==> src/rtl/uart_pkg.sv <==
// Shared UART definitions: frame geometry, default baud divider and the
// receiver state encoding.
package uart_pkg;

    localparam int UART_DATA_BITS    = 8;
    localparam int UART_CLKS_PER_BIT = 16;

    typedef enum logic [2:0] {
        ST_IDLE      = 3'd0,
        ST_START     = 3'd1,
        ST_DATA      = 3'd2,
        ST_STOP      = 3'd3,
        ST_WAIT_HIGH = 3'd4
    } uart_rx_state_e;

endpackage

==> src/rtl/uart_rx_sync.sv <==
// Two-flop synchroniser for a single asynchronous input. Both flops reset to
// RESET_VAL so an idle-high line does not look like an edge after reset.
module uart_rx_sync #(
    parameter logic RESET_VAL = 1'b1
) (
    input  logic clk,
    input  logic rst,
    input  logic i_async,
    output logic o_sync
);

    logic r_meta;
    logic r_sync;

    always_ff @(posedge clk) begin
        if (rst) begin
            r_meta <= RESET_VAL;
            r_sync <= RESET_VAL;
        end else begin
            // NOTE: non-blocking assignments keep this a true two-stage shift;
            // blocking ones would collapse both flops into one.
            r_meta <= i_async;
            r_sync <= r_meta;
        end
    end

    assign o_sync = r_sync;

endmodule

==> src/rtl/uart_rx_8n1.sv <==
// 8N1 UART receiver: synchronises rx, validates the start bit at half a bit,
// samples data and stop bits at mid-bit and strobes the byte or an error.
module uart_rx_8n1
    import uart_pkg::*;
#(
    parameter int CLKS_PER_BIT = UART_CLKS_PER_BIT
) (
    input  logic                      clk,
    input  logic                      rst,
    input  logic                      rx,
    output logic [UART_DATA_BITS-1:0] rxbyte,
    output logic                      rxdone,
    output logic                      rxerror,
    output logic                      busy
);

    localparam int HALF_BIT = CLKS_PER_BIT / 2;

    localparam logic [15:0] HALF_LAST = 16'(HALF_BIT - 1);
    localparam logic [15:0] BIT_LAST  = 16'(CLKS_PER_BIT - 1);
    localparam logic [3:0]  DATA_LAST = 4'(UART_DATA_BITS - 1);

    if (CLKS_PER_BIT < 4 || CLKS_PER_BIT > 65535) begin : g_bad_clks_per_bit
        $error("uart_rx_8n1: CLKS_PER_BIT must be in 4..65535");
    end

    uart_rx_state_e r_state;
    uart_rx_state_e w_state_next;

    logic                      w_rx_s;
    logic                      w_sample;
    logic                      w_clk_clr;
    logic [15:0]               r_clk_cnt;
    logic [3:0]                r_bit_cnt;
    logic [UART_DATA_BITS-1:0] r_shift;
    logic [UART_DATA_BITS-1:0] r_rxbyte;
    logic                      r_rxdone;
    logic                      r_rxerror;
    logic                      w_busy;

    uart_rx_sync #(
        .RESET_VAL (1'b1)
    ) u_sync (
        .clk     (clk),
        .rst     (rst),
        .i_async (rx),
        .o_sync  (w_rx_s)
    );

    // Mid-bit sample point: half a bit into START, a whole bit thereafter.
    always_comb begin
        w_sample = 1'b0;
        unique case (r_state)
            ST_START:         w_sample = (r_clk_cnt == HALF_LAST);
            ST_DATA, ST_STOP: w_sample = (r_clk_cnt == BIT_LAST);
            default:          w_sample = 1'b0;
        endcase
    end

    always_ff @(posedge clk) begin
        if (rst) r_state <= ST_IDLE;
        else     r_state <= w_state_next;
    end

    always_comb begin
        // NOTE: defaulting the next state first means every path assigns it,
        // so no latch is inferred.
        w_state_next = r_state;
        unique case (r_state)
            ST_IDLE:      if (!w_rx_s) w_state_next = ST_START;
            ST_START:     if (w_sample) w_state_next = w_rx_s ? ST_IDLE : ST_DATA;
            ST_DATA:      if (w_sample && r_bit_cnt == DATA_LAST) w_state_next = ST_STOP;
            ST_STOP:      if (w_sample) w_state_next = w_rx_s ? ST_IDLE : ST_WAIT_HIGH;
            ST_WAIT_HIGH: if (w_rx_s) w_state_next = ST_IDLE;
            default:      w_state_next = ST_IDLE;
        endcase
    end

    always_comb begin
        w_busy = (r_state != ST_IDLE);
    end

    // Clock counter restarts on every state entry and every sample taken.
    assign w_clk_clr = w_sample || (w_state_next != r_state)
                    || (r_state == ST_IDLE) || (r_state == ST_WAIT_HIGH);

    always_ff @(posedge clk) begin
        if (rst) begin
            r_clk_cnt <= '0;
            r_bit_cnt <= '0;
            r_shift   <= '0;
            r_rxbyte  <= '0;
            r_rxdone  <= 1'b0;
            r_rxerror <= 1'b0;
        end else begin
            r_rxdone  <= 1'b0;
            r_rxerror <= 1'b0;

            if (w_clk_clr) r_clk_cnt <= '0;
            else           r_clk_cnt <= r_clk_cnt + 16'd1;

            if (r_state == ST_IDLE) begin
                r_bit_cnt <= '0;
            end else if (r_state == ST_DATA && w_sample) begin
                r_bit_cnt <= r_bit_cnt + 4'd1;
                r_shift   <= {w_rx_s, r_shift[UART_DATA_BITS-1:1]};
            end

            if (r_state == ST_STOP && w_sample) begin
                if (w_rx_s) begin
                    r_rxbyte <= r_shift;
                    r_rxdone <= 1'b1;
                end else begin
                    r_rxerror <= 1'b1;
                end
            end
        end
    end

    assign rxbyte  = r_rxbyte;
    assign rxdone  = r_rxdone;
    assign rxerror = r_rxerror;
    assign busy    = w_busy;

endmodule

==> config.mk <==
export PLATFORM = sky130hd
export DESIGN_NAME = uart_rx_8n1
export DESIGN_NICKNAME = d
export VERILOG_FILES = /design/src/rtl/uart_pkg.sv /design/src/rtl/uart_rx_sync.sv /design/src/rtl/uart_rx_8n1.sv
export SDC_FILE = /design/constraint.sdc
export NUM_CORES = 1
export LEC_CHECK = 0
export ABC_AREA = 0
export CAP_MARGIN = 20
export CORE_AREA = 2 2 75 92
export CTS_CLUSTER_DIAMETER = 200
export DETAILED_ROUTE_END_ITERATION = 6
export DIE_AREA = 0 0 77 94
export GPL_ROUTABILITY_DRIVEN = 0
export PLACE_DENSITY = 0.55
export SETUP_SLACK_MARGIN = 0.02
export SLEW_MARGIN = 15
export SYNTH_ARGS = -nofsm -noshare
export SYNTH_HDL_FRONTEND = slang
export SYNTH_SLANG_ARGS = --single-unit
==> constraint.sdc <==
create_clock -name clk -period 1.94 [get_ports clk]
set_input_delay 0.291 -clock clk [delete_from_list [all_inputs] [get_ports clk]]
set_output_delay 0.291 -clock clk [all_outputs]
set_load 0.005 [all_outputs]
==> flow_summary.json <==
{
  "post_detailed_routing_wire_length_um": 3370,
  "initial_utilization_pct": 29.3,
  "wire_length_of_the_first_global_routing_pass_um": 6110,
  "r2r_startpoint": "r_clk_cnt[10]",
  "clock-skew-final_ps": 9.60,
  "timing.rr.end": "r_bit_cnt[3]",
  "ir_worst_vdd_v": 0.000330,
  "path_depth_of_the_worst_reg2reg_path": 5,
  "synth_top_area_cell": "sky130_fd_sc_hd__dfxtp_1",
  "core_area_um2": 6330,
  "busiest_layer": "met2",
  "synth_nets": 205,
  "worst_slew_margin_pct": 75.2,
  "p_leak_uw": 0.000766,
  "drv.max_cap_violation_count": 0,
  "drt-initial-drc-count": 49,
  "critical_path_class": "flop to output pin",
  "tritoncts_clock_tree": "yes",
  "cts_sinks": 43,
  "setup_violations": 0,
  "grt_start_max_net_pins": 25,
  "postSynth.topFlopCell": "sky130_fd_sc_hd__dfxtp_1",
  "p_per_area_nw_per_um2": 692,
  "final-max-slew-violation-count": 0,
  "grtUsageMet1_pct": 12.2,
  "setup_total_negative_slack_ps": 0,
  "whs_ps": 418,
  "critical_path_arrival_ps": 1530,
  "synth_top_area_share_pct": 46.5,
  "first_pass_detailed_route_iteration_total": 4,
  "report.power.total_uw": 1510,
  "worst_skew_pair_later_pin_latency_ps": 300,
  "route.vias.total": 1392,
  "ys_top_cells_by_area": "sky130_fd_sc_hd__dfxtp_1, sky130_fd_sc_hd__mux2i_1, sky130_fd_sc_hd__nand2b_1, sky130_fd_sc_hd__xnor2_1, sky130_fd_sc_hd__nor2_1",
  "post-route-period-util_pct": 94.0,
  "dpl_hpwl_um": 2330,
  "critical_path.endpoint_type": "output pin",
  "core.rowCount": 32,
  "finish.cell_count_without_fillers": 302,
  "grt_use_total_pct": 10.5,
  "timing.critical_path.from_type": "flop",
  "post_synth_num_cell_types": 31,
  "critical_path.endpoint": "busy",
  "area_delta_synth_final_pct": 18.0,
  "drt_wl_cell_um": 11.2,
  "post-route-drc-count": 0,
  "route.antenna.remaining_nets": 0,
  "fmax_mhz": 548,
  "min_period_ps": 1820,
  "nNetsFinal": 221,
  "ys_seq_elements": 43,
  "globalRouteOverflowTotal": 0,
  "post_route_cells_drive_above_1_share_pct": 10.1,
  "timing.critical_path.from": "r_state[2]",
  "die_width_um": 77,
  "run_status": "complete, no violations",
  "grt_antenna_before_repair": 0,
  "cts_inserted_buffers": 5,
  "antenna-diode-count": 0,
  "place.port_buffers": 13,
  "final_cell_mix": "sky130_fd_sc_hd__dfxtp_1, sky130_fd_sc_hd__nor2_1, sky130_fd_sc_hd__nand2b_1",
  "post_cts_setup_bufs": 0,
  "ys_warn_count": 0,
  "syn_area_um2": 1850,
  "routed_via_density": 4.61,
  "share_of_synthesized_area_occupied_by_flip_flops_and_latches_pct": 46.5,
  "grt.met3_usage_pct": 3.08,
  "hold_viol": 0,
  "synth_async_sr_flop_share_pct": 0,
  "cts_htree_levels": 2,
  "grt_pass1_vias": 1362,
  "postSynthCellCount": 200,
  "min_path_type": "flop to flop",
  "placed_cells_incl_taps": 294,
  "syn_area_per_cell_um2": 9.26,
  "rsz0062_at_grt": "false",
  "gr-usage-met2_pct": 18.3,
  "ff2ff_setup_slack_ps": 230,
  "ioPinCount": 14,
  "tightest_slew_ps": 368,
  "floorplan.die_area_um2": 7240,
  "required_ps": 1650,
  "layout_commonest_cell": "sky130_fd_sc_hd__dfxtp_1",
  "critical_path_peak_fanout": 6,
  "clockRootBuffer": "sky130_fd_sc_hd__clkbuf_8",
  "die-height_um": 94,
  "synth_edf_count": 0,
  "clkSlewWorstSetupHoldPaths_ps": 90,
  "clock_path_buffers": 2
}
-- metal layers --
layer	wire length, um	part of all wire (%)
met1	1530	45
met5	0	0
met2	1670	50
met3	118	3.5
met4	56	1.7
-- worst min path at each step --
| stage | start | to | slack [ps] | depth (start not counted) |
|---|---|---|---|---|
| 2_1_floorplan | u_sync.r_meta | u_sync.o_sync | 390 | 1 |
| 3_3_place_gp | u_sync.r_meta | u_sync.o_sync | 400 | 1 |
| 3_5_place_dp | u_sync.r_meta | u_sync.o_sync | 400 | 1 |
| 4_1_cts | u_sync.r_meta | u_sync.o_sync | 420 | 1 |
| 5_1_grt | u_sync.r_meta | u_sync.o_sync | 450 | 1 |
| 6_report | u_sync.r_meta | u_sync.o_sync | 420 | 1 |
-- synth_stat cells, types with 4 or more instances --
| library cell | number |
|---|---|
| sky130_fd_sc_hd__a21oi_1 | 6 |
| sky130_fd_sc_hd__buf_2 | 6 |
| sky130_fd_sc_hd__clkbuf_1 | 4 |
| sky130_fd_sc_hd__dfxtp_1 | 43 |
| sky130_fd_sc_hd__inv_1 | 5 |
| sky130_fd_sc_hd__mux2i_1 | 15 |
| sky130_fd_sc_hd__nand2_1 | 7 |
| sky130_fd_sc_hd__nand2b_1 | 19 |
| sky130_fd_sc_hd__nand3_1 | 10 |
| sky130_fd_sc_hd__nand4_1 | 5 |
| sky130_fd_sc_hd__nor2_1 | 27 |
| sky130_fd_sc_hd__nor3_1 | 4 |
| sky130_fd_sc_hd__nor4_1 | 5 |
| sky130_fd_sc_hd__o21ai_0 | 4 |
| sky130_fd_sc_hd__xnor2_1 | 13 |
-- state kept, by name (all words and copies together), names as in the netlist --
signal         flops
r_clk_cnt         16
r_shift            8
rxbyte             8
r_bit_cnt          4
r_state            3
rxdone             1
rxerror            1
u_sync.o_sync      1
u_sync.r_meta      1
-- logic make-up after synthesis --
| kind of cell | synth area share, % |
|---|---|
| and+or+nand+nor | 27.9 |
| buffers and inverters | 3.45 |
| xor gates and xnor gates | 7.09 |
| adders and majority gates | 1.35 |
| muxes | 8.11 |
| DFF | 46.5 |
| AOI/OAI and AO/OA | 5.61 |
-- critical path, cell delays in order, from the launching register on --
cell and delay, ps:
sky130_fd_sc_hd__dfxtp_1 360, sky130_fd_sc_hd__or3_1 420, sky130_fd_sc_hd__clkdlybuf4s50_1 460
-- what timing repair did --
item                       4_1_cts  5_1_grt
hold buffers                     0        0
resized for setup                0        1
setup endpoints to repair        0        1
-- per-stage QoR --
stage	util, %	setup WS, ps	instance area (um2)
after floorplan	-	307	1850
after global placement	33.0	256	2090
after detailed placement	33.0	218	2090
after CTS	34.5	96.6	2180
after global routing	34.5	36.4	2180
final	34.5	117	2180
-- layout make-up --
cell class | count | area (um2)
inverters | 5 | 18.8
clock buffers | 5 | 68.8
repair buffers | 19 | 175
flip-flops and latches | 43 | 861
fillers | 696 | 4140
well taps | 85 | 106
multi-input cells | 142 | 930
clock inverters | 3 | 25.0
-- power breakdown --
part | switching (uW) | total [uW] | internal [uW]
combinational | 18.5 | 38.1 | 19.5
clock | 328 | 585 | 257
sequential | 2.69 | 888 | 885
total | 349 | 1510 | 1160
Power figures use the tool's default switching activity.
